===== src/rtl/seg7_scan_reader_if.sv =====
// Display-bus bundle for seg7_scan_reader: observed segment/anode lines,
// clear strobe and recovered-digit outputs.
// SEG7_READER_DP_EN adds the decimal-point input and per-digit dp outputs.
interface seg7_scan_reader_if #(
  parameter int NUM_DIGITS = 4
);
  logic [6:0]              seg_in;
  logic [NUM_DIGITS-1:0]   an_in;
  logic                    clr;
  logic [4*NUM_DIGITS-1:0] digits_out;
  logic [NUM_DIGITS-1:0]   valid_out;
  logic                    update;
  logic                    err_sticky;
`ifdef SEG7_READER_DP_EN
  logic                    dp_in;
  logic [NUM_DIGITS-1:0]   dp_out;
`endif

  modport master (
    output seg_in, an_in, clr,
`ifdef SEG7_READER_DP_EN
    output dp_in,
    input  dp_out,
`endif
    input  digits_out, valid_out, update, err_sticky
  );

  modport slave (
    input  seg_in, an_in, clr,
`ifdef SEG7_READER_DP_EN
    input  dp_in,
    output dp_out,
`endif
    output digits_out, valid_out, update, err_sticky
  );
endinterface


===== src/rtl/seg7_scan_reader.sv =====
// Recovers the hex digits shown on a multiplexed common-anode 7-segment bus.
// Each synchronised sample must repeat STABLE_CYCLES times before it is
// reverse-decoded into the nibble selected by the single low anode line.
// Optional decimal-point tracking is enabled with SEG7_READER_DP_EN.
//
// state | meaning
// IDLE  | anode sample illegal (not exactly one low) or just cleared
// COUNT | counting consecutive identical samples against the reference
// HELD  | reference captured; waiting for the bus to change
module seg7_scan_reader #(
  parameter int NUM_DIGITS    = 4,
  parameter int STABLE_CYCLES = 4
) (
  input logic clk,
  input logic rst_n,
  seg7_scan_reader_if.slave bus
);
`ifdef SEG7_READER_DP_EN
  localparam int DPW = 1;
`else
  localparam int DPW = 0;
`endif
  localparam int SW = 7 + NUM_DIGITS + DPW;

  typedef enum logic [1:0] {IDLE, COUNT, HELD} state_t;

  logic [SW-1:0]           pins, sync1, sync2, ref_q, ref_n;
  logic [6:0]              s_seg;
  logic [NUM_DIGITS-1:0]   s_an;
  state_t                  state, state_n;
  logic [7:0]              cnt, cnt_n;
  logic                    legal, capture;
  logic [3:0]              slot;
  logic                    dec_ok, blank;
  logic [3:0]              dec_val;
  logic [4*NUM_DIGITS-1:0] digits_q, digits_n;
  logic [NUM_DIGITS-1:0]   valid_q, valid_n;
  logic                    err_q, err_n, update_q;
`ifdef SEG7_READER_DP_EN
  logic                    s_dp;
  logic [NUM_DIGITS-1:0]   dp_q, dp_n;

  assign pins = {bus.dp_in, bus.an_in, bus.seg_in};
  assign s_dp = sync2[SW-1];
  assign bus.dp_out = dp_q;
`else
  assign pins = {bus.an_in, bus.seg_in};
`endif
  assign s_seg = sync2[6:0];
  assign s_an  = sync2[7 +: NUM_DIGITS];

  // Two-flop synchroniser; resets to the idle (all-high) bus value
  always_ff @(posedge clk or negedge rst_n) begin
    if (!rst_n) begin
      sync1 <= '1;
      sync2 <= '1;
    end else begin
      sync1 <= pins;
      sync2 <= sync1;
    end
  end

  // Legality check and slot index of the single active anode
  always_comb begin
    legal = ($countones(~s_an) == 1);
    slot  = 4'd0;
    for (int i = 0; i < NUM_DIGITS; i++)
      if (!s_an[i]) slot = 4'(i);
  end

  // Reverse segment map; blank is recognised separately so it never flags an error
  always_comb begin
    dec_ok  = 1'b1;
    dec_val = 4'h0;
    blank   = (s_seg == 7'h7F);
    case (s_seg)
      7'h40: dec_val = 4'h0;
      7'h79: dec_val = 4'h1;
      7'h24: dec_val = 4'h2;
      7'h30: dec_val = 4'h3;
      7'h19: dec_val = 4'h4;
      7'h12: dec_val = 4'h5;
      7'h02: dec_val = 4'h6;
      7'h78: dec_val = 4'h7;
      7'h00: dec_val = 4'h8;
      7'h10: dec_val = 4'h9;
      7'h08: dec_val = 4'hA;
      7'h03: dec_val = 4'hB;
      7'h46: dec_val = 4'hC;
      7'h21: dec_val = 4'hD;
      7'h06: dec_val = 4'hE;
      7'h0E: dec_val = 4'hF;
      default: dec_ok = 1'b0;
    endcase
  end

  // FSM state, stability counter and reference sample registers
  always_ff @(posedge clk or negedge rst_n) begin
    if (!rst_n) begin
      state <= IDLE;
      cnt   <= 8'd0;
      ref_q <= '1;
    end else begin
      state <= state_n;
      cnt   <= cnt_n;
      ref_q <= ref_n;
    end
  end

  // Next-state logic; capture fires on the sample that completes the window
  always_comb begin
    state_n = state;
    cnt_n   = cnt;
    ref_n   = ref_q;
    capture = 1'b0;
    if (bus.clr || !legal) begin
      state_n = IDLE;
      cnt_n   = 8'd0;
    end else begin
      case (state)
        IDLE: begin
          state_n = COUNT;
          cnt_n   = 8'd1;
          ref_n   = sync2;
        end
        COUNT: begin
          if (sync2 == ref_q) begin
            if (cnt == 8'(STABLE_CYCLES - 1)) begin
              capture = 1'b1;
              state_n = HELD;
              cnt_n   = 8'(STABLE_CYCLES);
            end else begin
              cnt_n = cnt + 8'd1;
            end
          end else begin
            ref_n = sync2;
            cnt_n = 8'd1;
          end
        end
        HELD: begin
          if (sync2 != ref_q) begin
            state_n = COUNT;
            ref_n   = sync2;
            cnt_n   = 8'd1;
          end
        end
        default: begin
          state_n = IDLE;
          cnt_n   = 8'd0;
        end
      endcase
    end
  end

  // Candidate output values for a capture at the current slot
  always_comb begin
    digits_n = digits_q;
    valid_n  = valid_q;
    err_n    = err_q;
`ifdef SEG7_READER_DP_EN
    dp_n     = dp_q;
`endif
    valid_n[slot] = 1'b0;
    if (dec_ok) begin
      digits_n[4*slot +: 4] = dec_val;
      valid_n[slot]         = 1'b1;
    end else if (!blank) begin
      err_n = 1'b1;
    end
`ifdef SEG7_READER_DP_EN
    if (dec_ok || blank) dp_n[slot] = ~s_dp;
`endif
  end

  // Output registers; clr wins over a coincident capture
  always_ff @(posedge clk or negedge rst_n) begin
    if (!rst_n) begin
      digits_q <= '0;
      valid_q  <= '0;
      err_q    <= 1'b0;
      update_q <= 1'b0;
`ifdef SEG7_READER_DP_EN
      dp_q     <= '0;
`endif
    end else if (bus.clr) begin
      digits_q <= '0;
      valid_q  <= '0;
      err_q    <= 1'b0;
      update_q <= 1'b0;
`ifdef SEG7_READER_DP_EN
      dp_q     <= '0;
`endif
    end else if (capture) begin
      digits_q <= digits_n;
      valid_q  <= valid_n;
      err_q    <= err_n;
      update_q <= (digits_n != digits_q) || (valid_n != valid_q);
`ifdef SEG7_READER_DP_EN
      dp_q     <= dp_n;
`endif
    end else begin
      update_q <= 1'b0;
    end
  end

  assign bus.digits_out = digits_q;
  assign bus.valid_out  = valid_q;
  assign bus.err_sticky = err_q;
  assign bus.update     = update_q;
endmodule


===== src/flat_wrapper.sv =====
// flat-port wrapper written by rule: the top's interface ports become plain ports
module seg7_scan_reader_flat 
#(
  parameter int NUM_DIGITS    = 4,
  parameter int STABLE_CYCLES = 4
)
  (clk, rst_n, bus_seg_in, bus_an_in, bus_clr, bus_digits_out, bus_valid_out, bus_update, bus_err_sticky);
  seg7_scan_reader_if #(.NUM_DIGITS(NUM_DIGITS)) bus_i ();
  input logic clk;
  input logic rst_n;
  input wire logic [$bits(bus_i.seg_in)-1:0] bus_seg_in;
  input wire logic [$bits(bus_i.an_in)-1:0] bus_an_in;
  input wire logic [$bits(bus_i.clr)-1:0] bus_clr;
  output wire logic [$bits(bus_i.digits_out)-1:0] bus_digits_out;
  output wire logic [$bits(bus_i.valid_out)-1:0] bus_valid_out;
  output wire logic [$bits(bus_i.update)-1:0] bus_update;
  output wire logic [$bits(bus_i.err_sticky)-1:0] bus_err_sticky;
  assign bus_i.seg_in = bus_seg_in;
  assign bus_i.an_in = bus_an_in;
  assign bus_i.clr = bus_clr;
  assign bus_digits_out = bus_i.digits_out;
  assign bus_valid_out = bus_i.valid_out;
  assign bus_update = bus_i.update;
  assign bus_err_sticky = bus_i.err_sticky;
  seg7_scan_reader #(.NUM_DIGITS(NUM_DIGITS), .STABLE_CYCLES(STABLE_CYCLES)) u_core (.clk(clk), .rst_n(rst_n), .bus(bus_i));
endmodule

===== config.mk =====
export PLATFORM = sky130hd
export DESIGN_NAME = seg7_scan_reader_flat
export DESIGN_NICKNAME = d
export VERILOG_FILES = /design/src/rtl/seg7_scan_reader_if.sv /design/src/rtl/seg7_scan_reader.sv /design/src/flat_wrapper.sv
export SDC_FILE = /design/constraint.sdc
export NUM_CORES = 1
export LEC_CHECK = 0
export ABC_CLOCK_PERIOD_IN_PS = 4000
export CAP_MARGIN = 20
export CORE_ASPECT_RATIO = 0.8
export CORE_MARGIN = 1.5
export CORE_UTILIZATION = 35
export DETAILED_ROUTE_END_ITERATION = 16
export PLACE_DENSITY = 0.62
export SLEW_MARGIN = 5
export SYNTH_ARGS = -nofsm -noshare
export SYNTH_HDL_FRONTEND = slang
export SYNTH_SLANG_ARGS = --single-unit

===== constraint.sdc =====
create_clock -name clk -period 4 [get_ports clk]
set_clock_uncertainty 0.1 [all_clocks]
set_input_delay 0.8 -clock clk [delete_from_list [all_inputs] [get_ports clk]]
set_output_delay 0.8 -clock clk [all_outputs]
set_load 0.02 [all_outputs]

# Yosys cells after proc, flatten, opt, wreduce, memory -nomap -nowiden

Index checks and enable logic that the tools add are counted.

Bits in registers: 65
Latch bits: 0
Memory bits (writable): 0
Memory bits (read-only): 0
Output and inout bits: 22
Memories kept: 0

Add/subtract/negate cells: 5
Multiply operators: 0
Div/mod/pow operators: 0
Magnitude comparators: 2
Equal/unequal tests: 31
Shift-type cells: 2
Mux-type cells: 37
Bitwise gates (word level): 5
Reduce and logical (&&, ||, !) cells: 12

Operators by type and width:

| cell                      | number |
|---|---|
| $pmux W4 S15              | 1 |
| $mux W16                  | 3 |
| $eq A7 B7 Y1 const B      | 5 |
| $neg A4 Y34               | 1 |
| $shift A4 B34 Y16 const A | 1 |
| $shiftx A4 B34 Y16        | 1 |
| $pmux W11 S3              | 1 |
| $add A32 B32 Y32          | 1 |
| $eq A32 B2 Y1 const B     | 1 |
| $mux W8                   | 4 |
| $pmux W8 S3               | 1 |
| $mux W11                  | 2 |
| $eq A7 B5 Y1 const B      | 3 |
| $eq A7 B6 Y1 const B      | 3 |
| $bwmux W16                | 1 |
| $ne A16 B16 Y1            | 1 |
| $reduce_or A16 Y1         | 1 |
| $eq A7 B2 Y1 const B      | 2 |
| $eq A7 B4 Y1 const B      | 2 |
| $mux W1                   | 13 |
| $mux W2                   | 6 |
| $mux W4                   | 3 |
| $eq A11 B11 Y1            | 1 |
| $ne A11 B11 Y1            | 1 |
| other kinds (27)          | 35 |

# Longest topological paths before layout

Gate-level depths: netlist of the first run.

Depth in word-level cells: 15
Gate-level depth with buffers: 11
Mapped depth without buffers: 10

# Least setup slack after synthesis of the first run

OpenSTA, ideal clock, no wires.

Path kind: register to register
Start point: register u_core.sync2[9]
End point: register u_core.digits_q[12] (netlist: u_core.bus.digits_out[12])
Setup time: 129 ps
Arrival time: 3,144 ps
Data required time: 3,771 ps
Slack: 627 ps
Cell stages (with the launch flop): 12
Clock period less this slack: 3,373 ps
Cell sequence: dfstp_2 -> inv_1 -> ha_1 -> ha_1 -> fa_1 -> nor4b_1 -> nand4b_1 -> or2_1 -> clkbuf_1 -> nor2_1 -> nand2_1 -> mux2i_1

Longest elaborated chain between the ends: 8
Elaborated cells on any way between the ends: 20
Those cells by class: add/sub: 3; eq/ne: 2; shift: 2; mux: 9; bitwise: 1; reduce/logical: 3

RTL lines:

| item                                                                  | RTL line                                         | RTL |
|---|---|---|
| start, declared                                                       | seg7_scan_reader.sv:27                           | `logic [SW-1:0] pins, sync1, sync2, ref_q, ref_n;` |
| start signal, assigned                                                | seg7_scan_reader.sv:59                           | `sync2 <= sync1;` |
| $not A4 Y4 or $mux W2 (tied branches)                                 | seg7_scan_reader.sv:65, seg7_scan_reader.sv:68   |  |
| $add A1 B1 Y2 (implied by the code) or $mux W2 (tied branches)        | seg7_scan_reader.sv:65, seg7_scan_reader.sv:68   |  |
| $add A32 B32 Y32 (implied by the code) or $neg A4 Y34 (tied branches) | seg7_scan_reader.sv:65, seg7_scan_reader.sv:165  |  |
| $eq A32 B2 Y1, or another cell as far along                           | seg7_scan_reader.sv:65                           | `legal = ($countones(~s_an) == 1);` |
| $logic_not A1 Y1 or $bwmux W16 (tied branches)                        | seg7_scan_reader.sv:116, seg7_scan_reader.sv:165 |  |
| $logic_or A1 B1 Y1 or $mux W16 (tied branches)                        | seg7_scan_reader.sv:116, seg7_scan_reader.sv:164 |  |
| $mux W1 or $mux W16 (tied branches)                                   | seg7_scan_reader.sv:116, seg7_scan_reader.sv:193 |  |
| $reduce_bool A2 Y1 (no source line) or $mux W16 (tied branches)       | n/a                                              |  |
| end signal, assigned                                                  | seg7_scan_reader.sv:194                          | `digits_q <= digits_n;` |
| end, declared                                                         | seg7_scan_reader.sv:36                           | `logic [4*NUM_DIGITS-1:0] digits_q, digits_n;` |

Parallel ways exist; a longest one is shown, timed or not. The select of a mux whose other input is x is not followed.
A chain may end at the register's enable or synchronous reset.

# Worst setup path in the final report of the first run

Start point: register u_core.sync2[10]
End point: register u_core.digits_q[1] (netlist: u_core.bus.digits_out[1])

Longest elaborated chain between the ends: 8
Elaborated cells on any way between the ends: 19
Those cells by class: add/sub: 3; eq/ne: 2; shift: 2; mux: 8; bitwise: 1; reduce/logical: 3

RTL lines:

| item                                   | RTL line                | RTL |
|---|---|---|
| $not A4 Y4                             | seg7_scan_reader.sv:65  |  |
| $add A1 B1 Y2 (implied by the code)    | seg7_scan_reader.sv:65  |  |
| $add A32 B32 Y32 (implied by the code) | seg7_scan_reader.sv:65  |  |
| $eq A32 B2 Y1                          | seg7_scan_reader.sv:65  |  |
| $logic_not A1 Y1                       | seg7_scan_reader.sv:116 | `if (bus.clr \|\| !legal) begin` |
| $logic_or A1 B1 Y1                     | seg7_scan_reader.sv:116 |  |
| $mux W1                                | seg7_scan_reader.sv:116 |  |
| $reduce_bool A2 Y1 (no source line)    | n/a                     |  |

Parallel ways exist; a longest one is shown, timed or not. The select of a mux whose other input is x is not followed.

==> impl_metrics.tcl, run 1 <==
set metrics [dict create \
    status "finished, final reports clean" \
    synthFlopType "dfstp_2" \
    path_clk_slew_ns 0.06 \
    max_stage_delay_ns 0.61 \
    drcViolationCount 0 \
    hold_path_class "flip-flop to flip-flop" \
    tns_ns 0 \
    path_cells "inv_2 -> ha_1 -> ha_1 -> fa_1 -> nor4b_1 -> buf_4 -> nand4b_1 -> nor2_1 -> mux2i_1 -> nand2_1 -> o21ai_1" \
    gp_congestion 0.863 \
    dieWidth_um 116 \
    met2_length_um 3710 \
    slew_violations 0 \
    ys_types 65 \
    cts_tree "yes" \
    grt_pass1_vias 2641 \
    regToRegSetupSlack_ns 0.60 \
    wirelength_um 8240 \
    drtAntennaViolNets 0 \
    mappedNetlistNets 387 \
    cts_resized 0 \
    core_area_mm2 0.00981 \
    synth-edff-count 0 \
    diodes 0 \
    slowest_stage "dfstp_2" \
    die-area_mm2 0.0109 \
    ys_ff_latch 65 \
    nFillCells 934 \
    firstDrtPassIters 5 \
    cts.sinks 65 \
    r2r_cells 11 \
    hold_buffers 0 \
    power.density_mw_per_mm2 449 \
    h-tree-depth 3 \
    hold_viol 0 \
    rr_startpoint "u_core.sync2[10]$_DFF_PN1_" \
    cts_buffers 9 \
    synth.avg_cell_area_um2 9.81 \
    worstPathRequired_ns 4.16 \
    cp-start-kind "flip-flop" \
    vdd_drop_max_mv 0.201 \
    instances_no_fill 535 \
    clk_latency_ns 0.34 \
    max-slew-margin-rel_pct 41.0 \
    endpoint_kind "flip-flop" \
    seq_area_frac_synth_pct 46.4 \
    layout.nets 415 \
    root_buffer "clkbuf_16" \
    grt_usage_pct 16.4 \
    rr_endpoint "u_core.bus.digits_out[1]$_DFFE_PN0P_" \
    wire_per_inst_um 15.4 \
    path_class "flip-flop to flip-flop" \
    setup_violations 0 \
    fin_crit_sh_pct 84.9 \
    hold_path_end "u_core.sync2[5]$_DFF_PN1_" \
    max_freq_mhz 294 \
    viasPerCell 5.33 \
    dp.final_hpwl_um 5710 \
    leakagePower_nw 1.76 \
    worstMarginPinSlew_ns 0.885 \
    post_cts_buffers 0 \
    numPortBuffers 35 \
    synthArstFlopShare_pct 100 \
    io_pins 36 \
    yosys.area.top_type "dfstp_2" \
    max_cap_viol_count 0 \
    worst-path-max-fanout 7 \
    critPathArrivalTime_ns 3.56 \
    grt_pass1_wl_um 13600 \
    ys_warn_count 0 \
    grt_max_degree 50 \
    drtIter0Drc 152 \
    met1_length_um 3950 \
    yosysTopAreaCellShare_pct 24.1 \
    synth.cell_area_mm2 0.00359 \
    drive_gt1_share_pct 18.0 \
    die_height_um 93.6 \
    holdCritStartpoint "u_core.sync1[5]$_DFF_PN1_" \
    antenna_found_initial 0 \
    vias 2852 \
    globalRoute.totalOverflow 0 \
    rows 32 \
    layout_min_cycle_time_ns 3.40 \
    final_cell_mix "42 x nand2_1, 34 x clkdlybuf4s50_1, 33 x dfstp_2, 32 x dfrtp_1, 23 x o21ai_1" \
    initial_core_util_pct 36.6 \
    top_layer_used "met4" \
    path_common_cell "ha_1" \
    layout_commonest_cell "nand2_1" \
    multi_input_area_mm2 0.00177 \
    grt_setup_unrepaired "false" \
    regArea_mm2 0.00167 \
    clk_path_buf_depth 2 \
    post-place-cells 519 \
    synth_cells 366 \
    area_growth_pct 22.0 \
    synth_area_leaders "dfstp_2 24%, dfrtp_1 22%, nand2_1 4.4%, xnor2_1 3.4%, o21ai_1 3.2%" \
    min_path_cells 0 \
    wl_met3_um 493 \
]
[layout make-up]
type | count | share of cell area [%]
timing repair buffer | 39 | 8.57
clock buffer | 11 | 6.03
tap | 136 | 3.88
inverter | 15 | 1.28
clock inverter | 5 | 1.88
multi-input combinational | 264 | 40.3
sequential | 65 | 38.1
[worst max path at each step]
stage,from,end,slack (ns),cells past startpoint
5_1_grt,u_core.sync2[10]$_DFF_PN1_,u_core.bus.digits_out[1]$_DFFE_PN0P_,0.31,11
3_3_place_gp,u_core.sync2[9]$_DFF_PN1_,u_core.bus.digits_out[4]$_DFFE_PN0P_,0.66,11
4_1_cts,u_core.sync2[10]$_DFF_PN1_,u_core.bus.digits_out[5]$_DFFE_PN0P_,0.58,10
6_report,u_core.sync2[10]$_DFF_PN1_,u_core.bus.digits_out[1]$_DFFE_PN0P_,0.60,11
2_1_floorplan,u_core.sync2[9]$_DFF_PN1_,u_core.bus.digits_out[12]$_DFFE_PN0P_,0.63,11
3_5_place_dp,u_core.sync2[10]$_DFF_PN1_,u_core.bus.digits_out[5]$_DFFE_PN0P_,0.62,10
[cell usage after synthesis (9+ instances only)]
cell	count
nand2_1	42
dfstp_2	33
dfrtp_1	32
o21ai_1	23
nor2_1	20
a21oi_1	17
o21ai_0	15
xnor2_1	14
inv_1	13
clkbuf_1	12
nand2b_1	11
nor3_1	10
buf_2	9
[power breakdown]
part	switching (mW)	internal (mW)
clock network	0.304	0.603
registers	0.0598	0.771
logic	0.113	0.115
total	0.477	1.49
[kinds of logic (layout without fill, tap and decap cells)]
| group | count (synthesis) | after routing | synth area share (%) |
|---|---|---|---|
| adder cells (fa/ha/maj) | 7 | 7 | 2.65 |
| buffers and inverters | 37 | 70 | 4.39 |
| multiplexers | 12 | 12 | 3.55 |
| AO/OA/AOI/OAI | 92 | 92 | 18.0 |
| flip-flops | 65 | 65 | 46.4 |
| AND/OR/NAND/NOR | 135 | 135 | 20.6 |
| XOR/XNOR | 18 | 18 | 4.39 |
[registers in the layout, indices dropped and copies added, names as in the netlist]
signal                 cells
u_core.sync2              11
u_core.bus.err_sticky      1
u_core.ref_q              11
u_core.state               2
u_core.bus.digits_out     16
u_core.bus.valid_out       4
u_core.sync1              11
u_core.cnt                 8
u_core.bus.update          1
[worst max-delay path: cells and delay by family (launching register included)]
family          cells  cell delay [ns]
mux                 1             0.41
flops               1             0.61
fa+ha+maj           3             0.91
buf+inv             2             0.25
simple gates        4             0.97
compound gates      1             0.08
[routing by layer]
metal / vias up / GRT usage (%)
met5: - / 0
met4: 0 / 5.79
met3: 7 / 4.99
met2: 80 / 23.4
met1: 1398 / 23.3
li1: 1367 / -
[metrics by stage]
step	hold slack, ns	total power, mW	instance area [µm²]	util [%]	setup WS [ns]
after floorplan	0.245	1.00	3590	-	0.627
after global placement	0.247	1.07	4040	41.1	0.664
after detailed placement	0.247	1.07	4040	41.1	0.625
after CTS	0.255	1.99	4380	44.7	0.580
after global routing	0.258	2.06	4380	44.7	0.311
final	0.254	1.97	4380	44.7	0.604
No activity file was read; power rests on OpenSTA's default activity.
==> run 2: changes to the inputs <==
- ABC_CLOCK_PERIOD_IN_PS: 4000 -> 3300
- clock period: 4 -> 3.3 ns (I/O delays scaled with it)
==> run 2 against run 1 <==
Combinational power is 29% higher. Count of clock-buffer cells in the layout stayed put. Routed wire length is 0.33% higher. First-iteration DRC count is 13% higher. Via count hardly changed. Critical endpoint is now u_core.bus.digits_out[5]$_DFFE_PN0P_. Worst hold slack worse by 0.030 ns. Sequential power is 22% higher. Clock power is 15% higher. Fmax is 9.0% higher. Highest routed layer unchanged.
==> impl_metrics.tcl, run 2 (synthesis results as in run 1) <==
set metrics [dict create \
    status "finished, final reports clean" \
    io_pins 36 \
    max_cap_viol_count 0 \
    wire_per_inst_um 15.2 \
    tns_ns 0 \
    drcViolationCount 0 \
    setup_violations 0 \
    largest_register_ffs 16 \
    critPathArrivalTime_ns 3.28 \
    drtIter0Drc 171 \
    fin_crit_sh_pct 94.4 \
    post_cts_buffers 0 \
    post-place-cells 529 \
    layout_min_cycle_time_ns 3.11 \
    regToRegSetupSlack_ns 0.19 \
    max_freq_mhz 321 \
    rr_endpoint "u_core.bus.digits_out[5]$_DFFE_PN0P_" \
    core_area_mm2 0.00981 \
    r2r_cells 10 \
    cts_tree "yes" \
    nFillCells 943 \
    clk_latency_ns 0.34 \
    endpoint_kind "flip-flop" \
    p_int_mw 1.78 \
    firstDrtPassIters 4 \
    swShare_pct 24.0 \
    drive_gt1_share_pct 21.8 \
    p_switching_uw 562 \
    hold_path_class "input pin to asynchronous set/reset pin" \
    antenna_found_initial 0 \
    instances_no_fill 545 \
    layout.nets 425 \
    globalRoute.totalOverflow 0 \
    initial_core_util_pct 36.6 \
    die_height_um 93.6 \
    stdcell_area_mm2 0.00448 \
    drtAntennaViolNets 0 \
    finalWorstSetupSlack_ns 0.185 \
    die-area_mm2 0.0109 \
    leakagePower_nw 1.81 \
    viasPerCell 5.23 \
    clk_path_buf_depth 2 \
    wirelength_um 8270 \
    dp.final_hpwl_um 5850 \
    p_clk_share_pct 44.4 \
    rows 32 \
    numPortBuffers 35 \
    final_cell_mix "41 x nand2_1, 34 x clkdlybuf4s50_1, 33 x dfstp_2, 32 x dfrtp_1, 23 x o21ai_1" \
    grt_pass1_vias 2758 \
    grt_max_degree 38 \
    slew_violations 0 \
    vias 2853 \
    power.density_mw_per_mm2 523 \
    hold_viol 0 \
    gp_congestion 0.921 \
    diodes 0 \
    cts_buffers 9 \
    dieWidth_um 116 \
    area_growth_pct 24.7 \
    p_total_mw 2.34 \
    rr_startpoint "u_core.sync2[9]$_DFF_PN1_" \
    place_area_mm2 0.00412 \
    vdd_drop_max_mv 0.238 \
    h-tree-depth 3 \
    post-place-ws_ns 0.0562 \
    grt_setup_unrepaired "false" \
    post-route-util_pct 45.7 \
    comb_power_share_pct 12.5 \
    cp-start-kind "flip-flop" \
    cts.sinks 65 \
    hold_slack_ns 0.224 \
    layout_commonest_cell "nand2_1" \
    grt_usage_pct 17.3 \
    max-slew-margin-rel_pct 46.2 \
    path_clk_slew_ns 0.06 \
    root_buffer "clkbuf_16" \
    grt_pass1_wl_um 14300 \
    cts_resized 0 \
    worst-path-max-fanout 5 \
    pwr-share-seq_pct 43.1 \
    worstPathRequired_ns 3.47 \
    worstMarginPinSlew_ns 0.802 \
    path_class "flip-flop to flip-flop" \
    hold_buffers 0 \
]
-- run 2: cell count changes in the layout (fill, tap and decap cells not counted), sizes merged --
cell / delta
buf: +10
clkinv: +2
inv: -2
-- run 2: routing by layer --
metal	share of wire [%]	vias to the layer above	track usage, %
met5	0	-	0
met4	1.6	0	6.91
met3	5.1	12	4.80
met2	44	72	24.5
met1	49	1371	24.8
li1	-	1398	-
-- run 2: worst max-delay path by stage --
| stage | start | endpoint | slack (ns) | depth (start not counted) |
|---|---|---|---|---|
| 6_report | u_core.sync2[9]$_DFF_PN1_ | u_core.bus.digits_out[5]$_DFFE_PN0P_ | 0.19 | 10 |
| 5_1_grt | u_core.sync2[9]$_DFF_PN1_ | u_core.bus.digits_out[5]$_DFFE_PN0P_ | 0.007 | 10 |
| 4_1_cts | u_core.sync2[9]$_DFF_PN1_ | u_core.bus.digits_out[13]$_DFFE_PN0P_ | 0.04 | 10 |
| 3_5_place_dp | u_core.sync2[9]$_DFF_PN1_ | u_core.bus.digits_out[13]$_DFFE_PN0P_ | 0.06 | 10 |
| 3_3_place_gp | u_core.sync2[9]$_DFF_PN1_ | u_core.bus.digits_out[15]$_DFFE_PN0P_ | 0.12 | 10 |
| 2_1_floorplan | u_core.sync2[9]$_DFF_PN1_ | u_core.bus.digits_out[12]$_DFFE_PN0P_ | 0.07 | 11 |
-- run 2: worst max-delay path: stages (launching register included) --
cell and delay [ns]:
dfstp_2 0.57, inv_1 0.09, ha_1 0.30, ha_1 0.19, fa_1 0.44, nor4b_2 0.30, nand4b_1 0.20, nor2_1 0.17
buf_4 0.18, mux2i_2 0.32, a22o_1 0.19
-- run 2: power by group through the flow --
stage,clock [mW],sequential [mW],combinational (mW)
after floorplan,0,0.988,0.226
after global placement,0,1.02,0.292
after detailed placement,0,1.02,0.291
after CTS,1.07,1.01,0.295
after global routing,1.10,1.02,0.330
final,1.04,1.01,0.294
-- run 2: layout make-up --
type	count	area (µm²)	area share (%)
clock buffer	11	253	5.64
clock inverter	5	77.6	1.73
inverter	15	56.3	1.26
multi-input combinational	264	1800	40.3
sequential	65	1670	37.2
tap	136	170	3.80
timing repair buffer	49	450	10.1
==> run 3: changes to the inputs <==
- CAP_MARGIN: 20 -> default
- CORE_MARGIN: 1.5 -> 10
- DONT_BUFFER_PORTS: default -> 1
- PLACE_DENSITY: 0.62 -> 0.58
==> run 3 against run 2 <==
Die area increased by 35%. Global-route usage decreased by 5.0 points. Design area decreased by 7.4%. Setup slack got worse by 0.061 ns. Register-to-register slack got worse by 0.06 ns. Core utilization decreased by 3.4 points. Total power decreased by 0.27%. Sequential power about the same. Clock power about the same. Worst hold slack got worse by 0.16 ns.
==> impl_metrics.tcl, run 3 (synthesis results as in run 1) <==
set metrics [dict create \
    gp_congestion 0.873 \
    post-place-cells 493 \
    p_int_mw 1.76 \
    io_pins 36 \
    grt_util_met2_pct 16.9 \
    clk_latency_ns 0.33 \
    pwr-share-seq_pct 43.0 \
    globalRoute.totalOverflow 0 \
    instances_no_fill 510 \
    regToRegSetupSlack_ns 0.12 \
    viasPerCell 5.46 \
    wirelength_um 9020 \
    final_cell_mix "41 x nand2_1, 33 x dfstp_2, 32 x dfrtp_1, 23 x o21ai_1, 19 x nor2_1" \
    area_growth_pct 15.5 \
    fin_crit_sh_pct 96.2 \
    setup_violations 0 \
    hold_path_class "input pin to asynchronous set/reset pin" \
    die_height_um 111 \
    leakagePower_nw 1.69 \
    p_switching_uw 579 \
    place_area_mm2 0.00376 \
    power.density_mw_per_mm2 564 \
    h-tree-depth 3 \
    max_freq_mhz 315 \
    vdd_drop_max_mv 0.322 \
    drtAntennaViolNets 0 \
    initial_core_util_pct 36.6 \
    rr_endpoint "u_core.bus.digits_out[13]$_DFFE_PN0P_" \
    grt_usage_pct 12.3 \
    die-area_mm2 0.0147 \
    grt_max_degree 35 \
    slew_violations 0 \
    rr_startpoint "u_core.sync2[9]$_DFF_PN1_" \
    endpoint_kind "flip-flop" \
    numPortBuffers 0 \
    layout_commonest_cell "nand2_1" \
    layout_min_cycle_time_ns 3.18 \
    vias 2785 \
    path_clk_slew_ns 0.06 \
    firstDrtPassIters 5 \
    path_class "flip-flop to flip-flop" \
    p_clk_share_pct 45.0 \
    comb_power_share_pct 12.0 \
    swShare_pct 24.8 \
    root_buffer "clkbuf_16" \
    worstPathRequired_ns 3.41 \
    hold_viol 0 \
    post_cts_buffers 0 \
    grtUsageMet3_pct 4.57 \
    dp.final_hpwl_um 6160 \
    r2r_cells 10 \
    grt_use_met1_pct 17.2 \
    cts.sinks 65 \
    wire_per_inst_um 17.7 \
    max-slew-margin-rel_pct 44.4 \
    diodes 0 \
    worstMarginPinSlew_ns 0.829 \
    gr-max-usage-layer "met1" \
    antenna_found_initial 0 \
    grt_pass1_vias 2697 \
    dieWidth_um 133 \
    max_cap_viol_count 0 \
    layout.nets 390 \
    status "finished, final reports clean" \
    stdcell_area_mm2 0.00415 \
    drtIter0Drc 246 \
    critPathArrivalTime_ns 3.28 \
    cp-start-kind "flip-flop" \
    drive_gt1_share_pct 23.3 \
    cts_tree "yes" \
    clk_path_buf_depth 2 \
    grt_pass1_wl_um 14900 \
    largest_register_ffs 16 \
    rows 32 \
    cts_buffers 9 \
    drcViolationCount 0 \
    core_area_mm2 0.00981 \
    worst-path-max-fanout 5 \
]
-- run 3: worst max-delay path: stages, from the launching register on --
cell	delay, ns
dfstp_2	0.57
inv_1	0.09
ha_1	0.29
ha_1	0.19
fa_1	0.48
nor4b_4	0.29
nand4b_1	0.19
or2_1	0.28
nor2_2	0.24
nand2_2	0.17
mux2i_1	0.16
-- run 3: power by group through the flow --
stage / Sequential, mW / Clock, mW / Combinational [mW]
floorplan: 0.988 / 0 / 0.226
global placement: 1.02 / 0 / 0.260
detailed placement: 1.02 / 0 / 0.263
CTS: 1.01 / 1.08 / 0.277
global route: 1.02 / 1.12 / 0.315
finish: 1.01 / 1.05 / 0.280
-- run 3: through the flow --
| step | hold WS, ns | power (mW) | setup TNS [ns] | utilization, % | worst slack, ns |
|---|---|---|---|---|---|
| final | 0.0673 | 2.34 | 0 | 42.3 | 0.124 |
| after global routing | 0.0559 | 2.46 | -0.0339 | 42.3 | -0.0168 |
| after CTS | 0.0565 | 2.36 | 0 | 41.9 | 0.0689 |
| after detailed placement | 0.247 | 1.28 | 0 | 38.4 | 0.0791 |
| after global placement | 0.247 | 1.28 | 0 | 38.4 | 0.218 |
| after floorplan | 0.245 | 1.21 | 0 | - | 0.0723 |
-- run 3: area by class of cell --
cell class / count / area, µm²
multi-input cells: 264 / 1810
clock inverters: 6 / 90.1
fillers: 954 / 5660
well taps: 136 / 170
clock buffers: 10 / 239
inverters: 15 / 56.3
repair buffers: 14 / 118
flip-flops and latches: 65 / 1670
-- run 3: timing repair --
| action | CTS | global route |
|---|---|---|
| hold buffers | 1 | 0 |
| setup endpoints to repair | 0 | 16 |
| gates resized for setup | 0 | 7 |
| endpoints found under the hold margin | 32 | 0 |
-- run 3: routing by layer --
metal  wire [µm]  up-vias  share of wire, %
li1            -     1321                 -
met1        4270     1363                47
met2        3920       88                43
met3         682       13               7.6
met4         153        0               1.7
met5           0        -                 0
-- run 3: how the worst max path moves through the flow --
stage	cells past startpoint	start	endpoint
after detailed placement	10	u_core.sync2[9]$_DFF_PN1_	u_core.bus.digits_out[12]$_DFFE_PN0P_
after global routing	10	u_core.sync2[9]$_DFF_PN1_	u_core.bus.digits_out[13]$_DFFE_PN0P_
final	10	u_core.sync2[9]$_DFF_PN1_	u_core.bus.digits_out[13]$_DFFE_PN0P_
after CTS	10	u_core.sync2[9]$_DFF_PN1_	u_core.bus.digits_out[12]$_DFFE_PN0P_
after floorplan	11	u_core.sync2[9]$_DFF_PN1_	u_core.bus.digits_out[12]$_DFFE_PN0P_
after global placement	10	u_core.sync2[9]$_DFF_PN1_	u_core.bus.digits_out[15]$_DFFE_PN0P_
